--- src/rtl/dab_pkg.sv ---
// ---------------------------------------------------------------------------
// dab_pkg
// Shared definitions for the dual-active-bridge phase-shift modulator:
//   CNT_W       width of the period counter and every configuration field
//   LVL_*       three-level bridge command encodings (+1, 0, -1)
//   mod_state_t modulator state encoding
//   dab_cfg_t   configuration record {period, phase, duty1, duty2}
//   sanitize_cfg  clears the period LSB and clamps duty/phase into range
// ---------------------------------------------------------------------------
package dab_pkg;

    localparam int CNT_W = 16;

    localparam logic signed [1:0] LVL_P1 = 2'sb01;
    localparam logic signed [1:0] LVL_0  = 2'sb00;
    localparam logic signed [1:0] LVL_N1 = 2'sb11;

    typedef enum logic {
        ST_IDLE = 1'b0,
        ST_RUN  = 1'b1
    } mod_state_t;

    typedef struct packed {
        logic [CNT_W-1:0] period;
        logic [CNT_W-1:0] phase;
        logic [CNT_W-1:0] duty1;
        logic [CNT_W-1:0] duty2;
    } dab_cfg_t;

    // Forces an even period so the two half periods are equal, then clamps
    // each duty to one half period and the phase to the last position.
    function automatic dab_cfg_t sanitize_cfg(input dab_cfg_t raw);
        dab_cfg_t         c;
        logic [CNT_W-1:0] half;
        c        = raw;
        c.period = {raw.period[CNT_W-1:1], 1'b0};
        half     = c.period >> 1;
        if (raw.duty1 > half) c.duty1 = half;
        if (raw.duty2 > half) c.duty2 = half;
        if (raw.phase >= c.period) c.phase = c.period - CNT_W'(1);
        return c;
    endfunction

endpackage

--- src/rtl/bridge_level_gen.sv ---
// ---------------------------------------------------------------------------
// bridge_level_gen
// Combinational three-level command for one bridge.
//   pos   in  position within the period, 0 .. T_eff-1
//   half  in  T_eff / 2
//   duty  in  positive/negative level width per half period (<= half)
//   level out +1 for pos < duty, -1 for half <= pos < half+duty, else 0
// ---------------------------------------------------------------------------
module bridge_level_gen
    import dab_pkg::*;
(
    input  logic [CNT_W-1:0]  pos,
    input  logic [CNT_W-1:0]  half,
    input  logic [CNT_W-1:0]  duty,
    output logic signed [1:0] level
);

    always_comb begin
        level = LVL_0;
        if (pos < duty) begin
            level = LVL_P1;
        // Offset compare avoids forming half+duty, which could overflow.
        end else if (pos >= half && (pos - half) < duty) begin
            level = LVL_N1;
        end
    end

endmodule

--- src/rtl/dab_phase_shift_modulator.sv ---
// ---------------------------------------------------------------------------
// dab_phase_shift_modulator
// Triple-phase-shift modulator producing the primary (V1) and secondary (V2)
// three-level bridge commands once per switching period.
//   clk, rst_n          clock, asynchronous active-low reset
//   enable              run request, sampled every cycle
//   trip                emergency stop, level-sensitive, overrides everything
//   cfg_valid/cfg_ready configuration handshake
//   cfg_period/phase/duty1/duty2  configuration fields (clk cycles)
//   cfg_err             one-cycle pulse when an offered period is too short
//   V1, V2              registered bridge levels (+1/0/-1, 2-bit signed)
//   sync                one-cycle pulse with the first output of each period
//   running             high while in RUN
// A configuration is accepted into a pending register and becomes active on
// the next period boundary (or immediately when idle).
// ---------------------------------------------------------------------------
module dab_phase_shift_modulator
    import dab_pkg::*;
(
    input  logic              clk,
    input  logic              rst_n,
    input  logic              enable,
    input  logic              trip,
    input  logic              cfg_valid,
    output logic              cfg_ready,
    input  logic [CNT_W-1:0]  cfg_period,
    input  logic [CNT_W-1:0]  cfg_phase,
    input  logic [CNT_W-1:0]  cfg_duty1,
    input  logic [CNT_W-1:0]  cfg_duty2,
    output logic              cfg_err,
    output logic signed [1:0] V1,
    output logic signed [1:0] V2,
    output logic              sync,
    output logic              running
);

    mod_state_t        state_q, state_d;
    logic [CNT_W-1:0]  cnt_q, cnt_d;
    dab_cfg_t          pend_q, pend_d;
    dab_cfg_t          act_q, act_d;
    logic              pend_valid_q, pend_valid_d;
    logic              loaded_q, loaded_d;
    logic              cfg_err_q, cfg_err_d;
    logic              sync_q, sync_d;
    logic signed [1:0] v1_q, v1_d;
    logic signed [1:0] v2_q, v2_d;

    dab_cfg_t          cfg_in;
    dab_cfg_t          cfg_clean;
    logic              cfg_fire;
    logic              cfg_bad;
    logic [CNT_W-1:0]  half_act;
    logic [CNT_W-1:0]  pos2;
    logic              at_wrap;
    logic              apply;
    logic signed [1:0] lvl1;
    logic signed [1:0] lvl2;

    // The pending slot holds at most one set; it frees once applied.
    assign cfg_ready = !pend_valid_q;
    assign cfg_fire  = cfg_valid && cfg_ready;

    always_comb begin
        cfg_in    = '{period: cfg_period, phase: cfg_phase,
                      duty1: cfg_duty1, duty2: cfg_duty2};
        cfg_clean = sanitize_cfg(cfg_in);
        cfg_bad   = cfg_clean.period < CNT_W'(4);
    end

    assign half_act = act_q.period >> 1;
    assign at_wrap  = (cnt_q == act_q.period - CNT_W'(1));

    // Bridge 2 position: (cnt - phase) mod T_eff. Both operands are below
    // T_eff, so a single conditional add of T_eff restores the range.
    always_comb begin
        pos2 = cnt_q - act_q.phase;
        if (cnt_q < act_q.phase) pos2 = pos2 + act_q.period;
    end

    bridge_level_gen u_level1 (
        .pos   (cnt_q),
        .half  (half_act),
        .duty  (act_q.duty1),
        .level (lvl1)
    );

    bridge_level_gen u_level2 (
        .pos   (pos2),
        .half  (half_act),
        .duty  (act_q.duty2),
        .level (lvl2)
    );

    always_comb begin
        // NOTE: every signal gets a default first so no path leaves one
        // unassigned, which would otherwise infer a latch.
        state_d      = state_q;
        cnt_d        = cnt_q;
        pend_d       = pend_q;
        pend_valid_d = pend_valid_q;
        act_d        = act_q;
        loaded_d     = loaded_q;
        cfg_err_d    = 1'b0;
        sync_d       = 1'b0;
        v1_d         = LVL_0;
        v2_d         = LVL_0;
        apply        = 1'b0;

        if (cfg_fire) begin
            if (cfg_bad) begin
                cfg_err_d = 1'b1;
            end else begin
                pend_d       = cfg_clean;
                pend_valid_d = 1'b1;
            end
        end

        case (state_q)
            ST_IDLE: begin
                cnt_d = '0;
                apply = pend_valid_q && !trip;
                if (enable && loaded_q && !trip) state_d = ST_RUN;
            end
            ST_RUN: begin
                if (trip) begin
                    // Output register is forced to zero here, so the trip
                    // reaches V1/V2 with no added latency.
                    state_d = ST_IDLE;
                    cnt_d   = '0;
                end else begin
                    v1_d   = lvl1;
                    v2_d   = lvl2;
                    sync_d = (cnt_q == '0);
                    if (at_wrap) begin
                        cnt_d = '0;
                        apply = pend_valid_q;
                        if (!enable) state_d = ST_IDLE;
                    end else begin
                        cnt_d = cnt_q + CNT_W'(1);
                    end
                end
            end
            default: state_d = ST_IDLE;
        endcase

        if (apply) begin
            act_d        = pend_q;
            loaded_d     = 1'b1;
            pend_valid_d = 1'b0;
        end
    end

    // NOTE: state is updated with non-blocking assignments so every flop
    // samples pre-edge values regardless of statement order.
    always_ff @(posedge clk or negedge rst_n) begin
        if (!rst_n) begin
            state_q      <= ST_IDLE;
            cnt_q        <= '0;
            // NOTE: the configuration registers are reset as well; together
            // with loaded_q this guarantees no stale set survives a reset.
            pend_q       <= '0;
            act_q        <= '0;
            pend_valid_q <= 1'b0;
            loaded_q     <= 1'b0;
            cfg_err_q    <= 1'b0;
            sync_q       <= 1'b0;
            v1_q         <= LVL_0;
            v2_q         <= LVL_0;
        end else begin
            state_q      <= state_d;
            cnt_q        <= cnt_d;
            pend_q       <= pend_d;
            act_q        <= act_d;
            pend_valid_q <= pend_valid_d;
            loaded_q     <= loaded_d;
            cfg_err_q    <= cfg_err_d;
            sync_q       <= sync_d;
            v1_q         <= v1_d;
            v2_q         <= v2_d;
        end
    end

    assign V1      = v1_q;
    assign V2      = v2_q;
    assign sync    = sync_q;
    assign cfg_err = cfg_err_q;
    assign running = (state_q == ST_RUN);

endmodule

--- config.mk ---
export PLATFORM = sky130hd
export DESIGN_NAME = dab_phase_shift_modulator
export DESIGN_NICKNAME = d
export VERILOG_FILES = /design/src/rtl/dab_pkg.sv /design/src/rtl/bridge_level_gen.sv /design/src/rtl/dab_phase_shift_modulator.sv
export SDC_FILE = /design/constraint.sdc
export NUM_CORES = 1
export LEC_CHECK = 0
export ABC_AREA = 1
export BUFFER_PORTS_ARGS = -buffer_cell sky130_fd_sc_hd__clkbuf_2
export CORE_MARGIN = 2
export CORE_UTILIZATION = 35
export CTS_CLUSTER_DIAMETER = 200
export CTS_CLUSTER_SIZE = 10
export DETAILED_ROUTE_END_ITERATION = 16
export PLACE_DENSITY = 0.61
export SLEW_MARGIN = 25
export SYNTH_ARGS = -nofsm -noshare
export SYNTH_HDL_FRONTEND = slang
export SYNTH_HIERARCHICAL = 1
export SYNTH_SLANG_ARGS = --single-unit
--- constraint.sdc ---
create_clock -name clk -period 6.75 [get_ports clk]
set_input_delay 0.675 -clock clk [delete_from_list [all_inputs] [get_ports clk]]
set_output_delay 0.675 -clock clk [all_outputs]
set_load 0.02 [all_outputs]
==> impl_metrics.py <==
metrics = {
    "clocking": {
        "clock_latency_ps": 430,
        "cts.sinks": 151,
        "htreeDepth": 4,
        "cts-root-buf": "clkbuf_16",
        "clockBufferDepth": 2,
        "path_clk_slew_ps": 70,
        "cts_setup_buffers": 0,
        "cts_resized": 0,
        "cts_tree": "done",
        "cts_buffers": 17,
        "hold_buffers": 0,
    },
    "setup_path": {
        "cp_slowest_stage_delay_ps": 470,
        "rr_startpoint": "cnt_q[2]",
        "r2r_slack_ps": 860,
        "required_ps": 7110,
        "timing.setup.critical_path_class": "flip-flop to flip-flop",
        "rr_worst_depth": 30,
        "crit_family": "simple AND/OR/NAND/NOR gates",
        "endpoint_kind": "flip-flop",
        "critPathArrivalTime_ps": 6250,
        "rr_endpoint": "V2[1]",
        "cp_max_fo": 8,
        "critPathBufInv": 2,
        "critPathSlowestCell": "dfrtp_1",
        "startpoint_type": "flip-flop",
    },
    "timing": {
        "fin_crit_ps": 5892,
        "timing.final.setup_violations": 0,
        "fmax_ghz": 0.1697,
        "finalWorstSetupSlack_ps": 858.5,
        "slew_headroom_pct": 35.99,
        "post-route-period-util_pct": 87.28,
        "setup_tns_ps": 0,
        "finalHoldViolCount": 0,
        "clock_skew_ps": 11.20,
        "drv_slew": 0,
        "timing.hold.ws_ps": 299.4,
        "rsz0062_at_grt": "no",
        "tightest_slew_ps": 957.4,
    },
    "layout": {
        "multi_input_area_um2": 8518,
        "regArea_um2": 3779,
        "drive_gt1_share_pct": 7.943,
        "fillers": 4104,
        "syn_to_final_growth_pct": 9.939,
        "final_area_um2": 14920,
        "fin_nets": 2261,
        "antenna_cells": 0,
    },
    "route": {
        "drt-total-wl_um": 37860,
        "antenna_left": 0,
        "vias": 12507,
        "viasPerCell": 4.914,
        "post-route-drc-count": 0,
        "drt_pass1_iterations": 5,
        "drt-initial-drc-count": 965,
        "wl_per_cell_um": 14.87,
    },
    "logic_synthesis": {
        "synth_seq_area_share_pct": 27.84,
        "yosys_warnings": 6,
        "syn_area_um2": 13570,
        "synth_cells": 1957,
        "avgSynthCellArea_um2": 6.934,
        "ys_seq_elements": 151,
        "ys_types": 45,
    },
    "place": {
        "portBuffers": 75,
        "dp_hpwl_um": 30050,
        "globalplace.congestion": 0.8937,
        "dpl_worst_slack_ps": 916.7,
        "dpl_cell_area_um2": 14320,
    },
    "floorplan": {
        "core_region_area_um2": 38470,
        "die_width_um": 200.9,
        "rows": 72,
        "chipHeight_um": 200.9,
        "start_util_pct": 35.28,
        "die_area_um2": 40360,
        "ioPinCount": 77,
    },
    "hold_path": {
        "hold_class": "primary input to asynchronous set/reset pin",
    },
    "run": {
        "cap_viol_max_count": 0,
    },
    "global_routing": {
        "grt_pass1_vias": 11937,
        "grt_pass1_wl_um": 62310,
        "gr-usage-all-layers_pct": 19.00,
        "grt-ovfl-total": 0,
        "grt_start_max_net_pins": 87,
        "antenna_found_initial": 0,
    },
    "run_status": {
        "status": "finished clean",
    },
}
cells in the mapped netlist, drive strengths merged:
cell      n  share of area, %
xor2     40               2.6
xnor2    20               1.3
o21bai    6              0.33
nor2    157               4.7
clkbuf   22              0.61
a21o     14              0.78
nand4    24               1.1
nor3b     4              0.22
conb      1             0.028
o22ai     1             0.046
inv     249               6.9
buf      23               2.0
and2      5              0.23
a21boi    2              0.11
nor4      6              0.28
or2       9              0.41
o21a      5              0.28
o21ai    94               3.6
nand2   628                18
fa        4              0.59
a21oi   118               4.4
clkinv    1             0.028
dfrtp   151                28
nor3     23              0.85
a221oi    1             0.065
nand3b    6              0.33
a211oi    2              0.11
nand3   156               5.9
o211ai    9              0.50
ha      174                16
o31ai     2              0.11
layer usage:
layer	track usage [%]	share of wire [%]	vias to the layer above
met1	26.77	49	5719
met5	0	0	-
li1	-	-	6463
met2	30.89	45	279
met4	4.947	1.9	0
met3	2.192	3.9	46
flip-flops by register name (all words and copies together), names as in the netlist:
signal	flops
act_q	63
pend_q	63
cnt_q	16
V1	2
V2	2
cfg_err	1
loaded_q	1
pend_valid_q	1
running	1
sync	1
worst max path at each step:
stage               slack, ps     to  cells after the start  startpoint
detailed placement        920  V2[1]                     30    cnt_q[2]
finish                    860  V2[1]                     30    cnt_q[2]
global placement          930  V2[1]                     30    cnt_q[2]
CTS                       890  V2[1]                     30    cnt_q[2]
floorplan                1770  V2[1]                     30    cnt_q[2]
global route              190  V2[1]                     30    cnt_q[2]
cells in the final DEF, fill, tap and decap left out, drive strengths merged:
cell | synthesis | routed
o21a | 5 | 5
o21bai | 6 | 6
nand2 | 628 | 628
inv | 249 | 257
clkinvlp | 0 | 1
nor4 | 6 | 6
nand3b | 6 | 6
nand3 | 156 | 156
nor3b | 4 | 4
xor2 | 40 | 40
clkinv | 1 | 3
nor3 | 23 | 23
fa | 4 | 4
and2 | 5 | 5
ha | 174 | 174
a221oi | 1 | 1
a211oi | 2 | 2
xnor2 | 20 | 20
a21oi | 118 | 118
o21ai | 94 | 94
nand4 | 24 | 24
a21o | 14 | 14
bufinv | 0 | 2
or2 | 9 | 9
buf | 23 | 8
clkbuf | 22 | 93
dfrtp | 151 | 151
conb | 1 | 2
o211ai | 9 | 9
o31ai | 2 | 2
nor2 | 157 | 157
a21boi | 2 | 2
o22ai | 1 | 1
cell type report:
cell class	instances	area share, %
clock buffer	19	2.969
sequential	151	25.33
inverter	250	6.290
timing repair buffer	82	2.910
tap	518	4.344
clock inverter	13	1.065
multi-input combinational	1512	57.09
metrics by stage:
step,cells,utilization [%]
after floorplan,1958,-
after global placement,2513,37.22
after detailed placement,2513,37.22
after CTS,2545,38.78
after global routing,2545,38.78
final,2545,38.78
worst reg2reg max path, delay by kind of cell (launching register included):
kind | cells | cell delay, ps
DFF | 1 | 470
buffers and inverters | 2 | 120
AOI/OAI and AO/OA | 8 | 1810
and+or+nand+nor | 16 | 2070
adders and majority gates | 4 | 1360
logic make-up (layout without fill, tap and decap cells):
kind of cell | Yosys count | after routing | synth area share (%)
AOI/OAI and AO/OA | 254 | 254 | 10.32
xor gates and xnor gates | 60 | 60 | 3.872
adders and majority gates | 178 | 178 | 16.63
buffers and inverters | 295 | 364 | 9.506
DFF | 151 | 151 | 27.84
other | 1 | 2 | 0.02763
and+or+nand+nor | 1018 | 1018 | 31.80
Power is not shown: default switching activity piles up to over one toggle a cycle in this logic, so the estimate is an artifact.
